`src/rtl/onehot_rr_arbiter.sv`:
```
// onehot_rr_arbiter: 8-way round-robin arbiter with one-hot grant, owner release and hold timeout
module onehot_rr_arbiter #(
  parameter int N        = 8,
  parameter int IDXW     = 3,
  parameter int MAX_HOLD = 16
) (
  input  logic            clk,
  input  logic            rst_n,
  input  logic [N-1:0]    req,
  input  logic            done,
  output logic [N-1:0]    gnt,
  output logic [IDXW-1:0] gnt_idx,
  output logic            gnt_valid,
  output logic            timeout
);
  typedef enum logic {IDLE, GRANT} state_t;
  state_t state, state_n;
  logic [N-1:0] gnt_n, rot;
  logic [IDXW-1:0] idx_n, ptr, ptr_n, win;
  logic [7:0] cnt, cnt_n;
  logic valid_n, to_n, at_max, rel;
  // winner search: rotate so ptr lands on bit 0, lowest set bit wins
  always_comb begin
    rot = N'({req, req} >> ptr);
    win = ptr;
    for (int i = N - 1; i >= 0; i--) if (rot[i]) win = ptr + IDXW'(i);
  end
  // next-state and next-output logic; release outranks everything while granted
  always_comb begin
    at_max  = cnt == 8'(MAX_HOLD);
    rel     = done | ~req[gnt_idx] | at_max;
    state_n = state;
    gnt_n   = gnt;
    idx_n   = gnt_idx;
    valid_n = gnt_valid;
    to_n    = 1'b0;
    ptr_n   = ptr;
    cnt_n   = cnt;
    if (state == IDLE) begin
      if (|req) begin
        state_n = GRANT;
        gnt_n   = N'(1) << win;
        idx_n   = win;
        valid_n = 1'b1;
        ptr_n   = win + IDXW'(1);
        cnt_n   = 8'd1;
      end
    end else if (rel) begin
      state_n = IDLE;
      gnt_n   = '0;
      valid_n = 1'b0;
      to_n    = at_max & ~done & req[gnt_idx];
      cnt_n   = 8'd0;
    end else cnt_n = cnt + 8'd1;
  end
  // state and registered outputs; async reset clears everything immediately
  always_ff @(posedge clk or negedge rst_n) begin
    if (!rst_n) begin
      state     <= IDLE;
      gnt       <= '0;
      gnt_idx   <= '0;
      gnt_valid <= 1'b0;
      timeout   <= 1'b0;
      ptr       <= '0;
      cnt       <= 8'd0;
    end else begin
      state     <= state_n;
      gnt       <= gnt_n;
      gnt_idx   <= idx_n;
      gnt_valid <= valid_n;
      timeout   <= to_n;
      ptr       <= ptr_n;
      cnt       <= cnt_n;
    end
  end
endmodule

```
`config.mk`:
```
export PLATFORM = sky130hd
export DESIGN_NAME = onehot_rr_arbiter
export DESIGN_NICKNAME = d
export VERILOG_FILES = /design/src/rtl/onehot_rr_arbiter.sv
export SDC_FILE = /design/constraint.sdc
export NUM_CORES = 1
export LEC_CHECK = 0
export BUFFER_PORTS_ARGS = -buffer_cell sky130_fd_sc_hd__buf_2
export CORE_MARGIN = 1
export CORE_UTILIZATION = 58
export CTS_CLUSTER_DIAMETER = 200
export CTS_CLUSTER_SIZE = 16
export DETAILED_ROUTE_END_ITERATION = 16
export HOLD_SLACK_MARGIN = 0.08
export PLACE_DENSITY_LB_ADDON = 0.3
export SLEW_MARGIN = 10
export SYNTH_ARGS = -nofsm -noshare
export SYNTH_HDL_FRONTEND = slang
export SYNTH_SLANG_ARGS = --single-unit
export TNS_END_PERCENT = 30
```
`constraint.sdc`:
```
create_clock -name clk -period 4.3 [get_ports clk]
set_input_delay 0.215 -clock clk [delete_from_list [all_inputs] [get_ports clk]]
set_output_delay 0.215 -clock clk [all_outputs]
set_load 0.01 [all_outputs]
```
; ---- Word level (Yosys, flattened, before mapping)
; Index checks and enable logic that the tools add are counted.
; W data, S select, Z words.
[totals]
register_bits = 25
inputBits = 11
elab_cells = 56
out_inout_bits = 13
[op_classes]
addsub = 9
order_cmp = 1
n_reduce_logical = 4
n_mux = 24
bitwise_logic = 7
n_eq_ne = 2
shifts = 2
[op_table]
columns = operator, count
row1 = $mux W8, 6
row2 = $mux W3, 8
row3 = $shr A16 B3 Y8, 1
row4 = $add A3 B3 Y3 const B, 4
row5 = $mux W1, 9
row6 = $add A8 B1 Y8 const B, 1
row7 = $eq A8 B5 Y1 const B, 1
row8 = $reduce_or A8 Y1, 1
row9 = $shl A1 B3 Y8 const A, 1
row10 = $add A3 B1 Y3 const B, 2
row11 = $add A3 B2 Y3 const B, 2
row12 = $lt A3 B4 Y1 const B, 1
row13 = $reduce_and A2 Y1, 2
row14 = $bmux W1 S3, 1
row15 = $not A1 Y1, 3
row16 = $and A1 B1 Y1, 2
row17 = $ne A2 B1 Y1 const B, 1
row18 = $or A1 B1 Y1, 2
row19 = $reduce_bool A2 Y1, 1

; ---- Longest topological paths before layout
; Gate-level depths: netlist of run 1.
[logic_depth]
ltp_word = 12
mapped_depth = 14
depth_no_buf = 11

; ---- Worst setup path before layout of run 1
; Ideal clock, no wire load.
[synth_path]
kind = reg-to-reg
start = register ptr[1]
end = register ptr[2]
n_path_buf = 3
t_required_ps = 4157
path_stages_with_launch = 15
arrival_time_ps = 2755
path_slack_ps = 1403
setup_time_ps = 143
period_less_slack_ps = 2897
path_cell_list = dfrtp_1 -> buf_6 -> buf_4 -> buf_2 -> inv_1 -> ha_1 -> a21o_1 -> a221oi_1 -> nor3_1 -> o41ai_1 -> a211oi_2 -> nor2_1 -> ha_1 -> nand2_1 -> o21ai_0
[synth_via]
elab_chain_cells = 10
word_cells_on_any_way = 17
cone_classes = add/sub: 8 / shift: 1 / mux: 8
[synth_lines]
columns = element, line
row1 = start: declaration, 19  ; logic [IDXW-1:0] idx_n, ptr, ptr_n, win;
row2 = start signal: assignment, 72  ; ptr <= ptr_n;
row3 = $add A3 B3 Y3 or $shr A16 B3 Y8 (tied branches), "26, 24"
row4 = $mux W3 (7 in a row), 26  ; for (int i = N - 1; i >= 0; i--) if (rot[i]) win = ptr + IDXW'(i);
row5 = $mux W3 *, 26
row6 = $add A3 B1 Y3 *, 45  ; ptr_n = win + IDXW'(1);
; Every way passes the cells marked *; elsewhere a longest branch is shown, timed or not.
; A chain may end at the register's enable or synchronous reset.

; ---- Final worst setup path of run 1
; Ends and elaborated chain as after synthesis.

==> results of run 1 <==
## metal layers
| layer | GRT usage | part of all wire | vias up |
|---|---|---|---|
| li1 | - | - | 1023 |
| met1 | 0.4360 | 0.44 | 1075 |
| met2 | 0.4626 | 0.48 | 102 |
| met3 | 0.03299 | 0.063 | 10 |
| met4 | 0.05978 | 0.012 | 0 |
| met5 | 0 | 0 | - |
## synthesized netlist by cell type (2+ instances only)
cell type	count	area (um^2)
a21oi_1	10	50.05
nor4bb_1	2	20.02
nand2b_1	8	50.05
nand2_1	26	97.59
ha_1	5	62.56
and2_1	3	18.77
and3_1	3	18.77
o21ai_0	15	75.07
nor2_1	23	86.33
nor4_1	6	37.54
o221ai_1	2	17.52
o21ai_1	2	10.01
a31oi_1	2	12.51
buf_1	2	7.510
o22ai_1	3	18.77
a21o_1	4	30.03
o31ai_1	8	60.06
a221oi_1	2	17.52
inv_1	8	30.03
nor4b_1	5	43.79
clkbuf_1	10	37.54
buf_2	6	30.03
mux4_2	11	247.7
a311oi_1	2	17.52
o211ai_1	3	22.52
or3_1	2	12.51
nand3_1	6	30.03
nor2b_1	3	18.77
dfrtp_1	25	625.6
mux2_2	4	45.04
a32o_1	6	60.06
o41ai_1	3	26.28
mux2i_1	10	100.1
nor3_1	2	10.01
buf_6	4	45.04
a22oi_1	3	22.52
## what timing repair did
| action | 4_1_cts | 5_1_grt |
|---|---|---|
| buffers inserted | 0 | 0 |
| hold endpoints to repair | 25 | 0 |
| hold buffers | 1 | 0 |
## state kept, by name, summed over array words and instances (netlist names)
signal and cells:
cnt 8, gnt 8, gnt_idx 3, ptr 3, gnt_valid 1, state 1
timeout 1
## how the worst max path moves through the flow
stage	to	cells after the start	startpoint	slack [ns]
floorplan	ptr[2]	14	ptr[1]	1.40
global placement	ptr[2]	10	ptr[1]	1.15
detailed placement	ptr[2]	10	ptr[1]	1.11
CTS	ptr[2]	10	ptr[1]	1.10
global route	ptr[2]	10	ptr[1]	0.73
finish	ptr[2]	10	ptr[1]	1.08
## power by group through the flow
stage               registers (uW)  clock network, uW  logic [uW]
finish                         415                146        1230
global route                   432                155        1370
CTS                            415                148        1220
detailed placement             420                  0        1210
global placement               414                  0        1210
floorplan                      383                  0        1040
## cell type report
| cell class | count | area [um^2] | share of cell area |
|---|---|---|---|
| repair buffers | 26 | 140.1 | 0.05720 |
| clock buffers | 3 | 41.29 | 0.01685 |
| well taps | 48 | 60.06 | 0.02451 |
| inverters | 9 | 33.78 | 0.01379 |
| flip-flops and latches | 25 | 625.6 | 0.2554 |
| clock inverters | 1 | 7.507 | 0.003064 |
| multi-input cells | 205 | 1541 | 0.6292 |
## layout by cell type, fill, tap and decap left out, types with 2 or more instances in the layout
cell	n
and2_1	3
a21oi_1	10
inv_1	8
nor4_1	6
and3_1	3
a21o_1	4
a31oi_1	2
a221oi_1	2
o21ai_1	2
nor3_1	2
o21ai_0	15
nor4b_1	5
clkbuf_8	3
o221ai_1	2
a311oi_1	2
o41ai_1	3
a22oi_1	3
nand3_1	6
nand2b_1	8
nor2_1	23
a32o_1	6
dfrtp_1	25
buf_2	23
nand2_1	26
o31ai_1	8
mux2_2	4
o211ai_1	3
nor4bb_1	2
buf_4	2
o22ai_1	3
mux2i_1	10
ha_1	5
nor2b_1	3
mux4_2	11
or3_1	2
## cells by family (layout without fill, tap and decap cells)
family,count (synthesis),after routing,synth area share
flip-flops,25,25,0.2687
buffers and inverters,32,39,0.06932
multiplexers,26,26,0.1736
AO/OA/AOI/OAI,81,81,0.2547
XOR/XNOR,1,1,0.003762
adder cells (fa/ha/maj),5,5,0.02687
AND/OR/NAND/NOR,92,92,0.2031
## metrics by stage
| stage | util | total power [uW] | setup WS [ns] | instance area, um^2 | instances |
|---|---|---|---|---|---|
| 2_1_floorplan | - | 1424 | 1.403 | 2328 | 262 |
| 6_report | 0.6544 | 1794 | 1.077 | 2450 | 317 |
| 3_5_place_dp | 0.6387 | 1630 | 1.111 | 2391 | 312 |
| 4_1_cts | 0.6544 | 1781 | 1.098 | 2450 | 317 |
| 5_1_grt | 0.6544 | 1960 | 0.7254 | 2450 | 317 |
| 3_3_place_gp | 0.6387 | 1622 | 1.153 | 2391 | 312 |
==> results.cfg, run 1 <==
[place]
finalWeightedCongestion = 0.9985
port_buffers = 23
dpl.hpwl_mm = 4.028

[hold_path]
whs_endpoint = timeout
min_path_cells = 2
hold_path_class = input pin to flop
holdCritStartpoint = done

[timing]
tightest_slew_ns = 0.7299
clock_skew_ns = 0.008667
setup_violations = 0
fin_crit_sh = 0.7495
rsz0062_at_grt = no
hold_violations = 0
finalCriticalPeriod_ns = 3.223
relSlewSlack = 0.5101
finalMaxSlewViolations = 0
hold_slack_ns = 0.1317
max_freq_mhz = 310.3
tns_ns = 0

[worst_setup_path]
worstSetupStartpointType = flop
crit_type = flop to flop
worst-path-max-fanout = 34
cp.arrival_ns = 3.36
required_ns = 4.44
worstPathCellList = buf_4 > mux2i_1 > mux4_2 > a21o_1 > a311oi_1 > o221ai_2 > nor2_1 > ha_1 > nand2_1 > o21ai_0
rr_startpoint = ptr[1]
slowest_delay_ns = 0.55
r2r_cells = 10
end_kind = flop
timing.critical_path.buf_inv = 1
cp_top_family = compound AO/OA/AOI/OAI gates
r2r_end = ptr[2]
r2r_slack_ns = 1.08
cpMaxStageDelayCell = dfrtp_1

[power_and_ir_drop]
ir_drop_uv = 582.1
internal-power_uw = 892.8
switchingPower_uw = 901.2
switching_share = 0.5023
p_leak_uw = 0.001009
pwr-share-comb = 0.687
power_density_mw_per_mm2 = 732.3
clock_power_share = 0.081
seq_power_share = 0.231

[clocking]
htree_levels = 1
cts_tree = yes
path_clk_slew_ns = 0.10
cts-resized-gates = 0
clock_latency_ns = 0.27
numCtsBuffers = 3
cts_root_buf = clkbuf_8
cts.sinks = 25
clk_path_buf_depth = 2

[floorplan]
core-area_mm2 = 0.003744
die_h_um = 65.36
dieArea_mm2 = 0.004272
initial_utilization = 0.6220
die_w_um = 65.36
ioPinCount = 24
rows = 22

[synthesis]
synthArstFlopShare = 1.000
synth_area_per_cell_um2 = 8.887
ys_ff_latch = 25
syn-num-nets = 278
synth_seq_area_share = 0.2687
synth_edf_count = 0
synth_cell_types = 59
ys_warn_count = 0
syn-cell-area_mm2 = 0.002328
synthFlopType = dfrtp_1
synthCells = 262

[global_route]
grt_max_degree = 35
grt_first_pass_wirelength_mm = 9.777
grt_pass1_vias = 1940
antenna_found_initial = 0
overflow = 0
grt_use_total = 0.2938

[routing]
wire_per_inst_um = 18.24
route.antenna.remaining_nets = 0
drt-initial-drc-count = 346
drtPass1Iterations = 4
drc = 0
wl_mm = 5.781
vias = 2210
routed_via_density = 6.972

[run_status]
status = complete, no violations

[finish]
drive_above_1_share = 0.1822
num-fill-cells = 326
nets = 286
antenna_cells = 0
synthToLayoutAreaGrowth_pct = 5.212

[run]
drv_cap = 0
Note: power is estimated with default switching activity, not from simulation.
==> inputs of run 2 (changes only) <==
CORE_UTILIZATION = 54   (was 58)
clock period = 2.85 ns   (was 4.3 ns; I/O delays follow)
==> run 2 against run 1 <==
Effect of this change:
- global-route usage is 0.95 points lower
- clock-buffer cell count stayed put
- sequential power is 42% higher
- register-to-register slack worse by 0.92 ns
- non-clock buffer count is 22 higher
- cell count is 7.6% higher
- cell area is 8.0% higher
- core utilization is 0.22 points lower
- critical path type unchanged
- largest cell class unchanged
==> results.cfg, run 2 (synthesis results as in run 1) <==
[run_status]
status = complete, no violations

[hold_path]
hold_path_class = input pin to async pin

[routing]
route.antenna.remaining_nets = 0
wire_per_inst_um = 17.38
drc = 0
vias = 2272
wl_mm = 5.927
drt-initial-drc-count = 249
drtPass1Iterations = 4
routed_via_density = 6.663

[timing]
hold_violations = 0
max_freq_mhz = 371.4
setup_violations = 0
clock_skew_ns = 0.002471
relSlewSlack = 0.5373
tightest_slew_ns = 0.6894
fin_crit_sh = 0.9449
finalCriticalPeriod_ns = 2.693
rsz0062_at_grt = no
tns_ns = 0
finalMaxSlewViolations = 0

[place]
dp_cells = 332
finalWeightedCongestion = 1.018
dpl.hpwl_mm = 4.310
place_area_mm2 = 0.002541
port_buffers = 23

[power_and_ir_drop]
ir_drop_uv = 799.2
p_leak_uw = 0.001121
power_uw = 3002
power_density_mw_per_mm2 = 1135

[worst_setup_path]
cp_top_family = compound AO/OA/AOI/OAI gates
slowest_delay_ns = 0.44
r2r_cells = 9
rr_startpoint = ptr[1]
timing.critical_path.buf_inv = 2
r2r_end = gnt[5]
r2r_slack_ns = 0.16
cp.arrival_ns = 2.85
worst-path-max-fanout = 12
required_ns = 3.01
worstPathCellList = buf_4 > mux2_1 > nor4_1 > o41ai_1 > o41ai_1 > a211oi_2 > buf_4 > and2_1 > a32o_1
crit_type = flop to flop
worstSetupStartpointType = flop
end_kind = flop
cpMaxStageDelayCell = dfrtp_2

[finish]
nets = 308
drive_above_1_share = 0.2543
synthToLayoutAreaGrowth_pct = 13.65
multi_input_area_mm2 = 0.001551
final_common_cell = nand2_1
final_cell_mix = 26 x nand2_1, 23 x nor2_1, 23 x dfrtp_1, 23 x buf_2, 21 x buf_4
top_regs = cnt (8), gnt (8)
regArea_um2 = 628.1
num-fill-cells = 340
stdcell_count = 341
finalInstanceArea_mm2 = 0.002646
antenna_cells = 0

[floorplan]
rows = 23
die_w_um = 67.67
ioPinCount = 24
initial_utilization = 0.5739
core-area_mm2 = 0.004058
dieArea_mm2 = 0.004579
die_h_um = 67.67

[global_route]
grt_first_pass_wirelength_mm = 9.887
grt_use_total = 0.2843
grt_pass1_vias = 2072
grt_max_degree = 26
antenna_found_initial = 0
overflow = 0

[run]
drv_cap = 0

[clocking]
path_clk_slew_ns = 0.08
htree_levels = 1
clk_path_buf_depth = 2
cts.sinks = 25
numCtsBuffers = 3
cts_root_buf = clkbuf_8
clock_latency_ns = 0.26
cts_tree = yes
[run 2: how the worst max path moves through the flow]
stage	slack (ns)	cells past startpoint	from	to
finish	0.16	9	ptr[1]	gnt[5]
global route	0.0009	10	ptr[1]	ptr[2]
CTS	0.06	10	ptr[1]	ptr[2]
detailed placement	0.08	10	ptr[1]	ptr[2]
global placement	0.15	10	ptr[1]	ptr[2]
floorplan	0.04	14	ptr[1]	ptr[2]
[run 2: where the power goes]
| group | leakage (uW) | internal, uW | total [uW] | switching [uW] |
|---|---|---|---|---|
| logic | 0.000771 | 1010 | 2210 | 1190 |
| clock network | 0.0000255 | 97.5 | 204 | 106 |
| registers | 0.000324 | 471 | 591 | 120 |
| total | 0.00112 | 1580 | 3000 | 1420 |
[run 2: final cells by class]
cell class,instances,area share
sequential,25,0.2374
inverter,9,0.01277
clock inverter,1,0.001891
clock buffer,3,0.01560
tap,50,0.02364
timing repair buffer,48,0.1225
multi-input combinational,205,0.5863
[run 2: worst reg2reg max path: cells and delay by family, from the launching register on]
family	cells	cell delay, ns
compound gates	4	0.98
buf+inv	2	0.39
flops	1	0.44
mux	1	0.33
simple gates	2	0.44
[run 2: metal layers]
layer  global-route usage  vias up  share of wire
met1               0.3938     1095           0.44
met2               0.4666       94           0.47
met3              0.02703       13          0.061
met4              0.08511        0          0.024
li1                     -     1070              -
met5                    0        -              0
[run 2: through the flow]
stage	hold WS, ns	worst slack, ns	util
after floorplan	-0.1531	0.03636	-
after global placement	0.1564	0.1502	0.6263
after detailed placement	0.1593	0.07932	0.6263
after CTS	0.4149	0.06496	0.6426
after global routing	0.4753	0.0008868	0.6522
final	0.3886	0.1572	0.6522
[run 2: what timing repair did]
item / CTS / global route
resized for setup: 0 / 5
hold buffers: 2 / 0
buffers inserted: 0 / 3
endpoints found under the hold margin: 26 / 0
setup endpoints to repair: 0 / 8
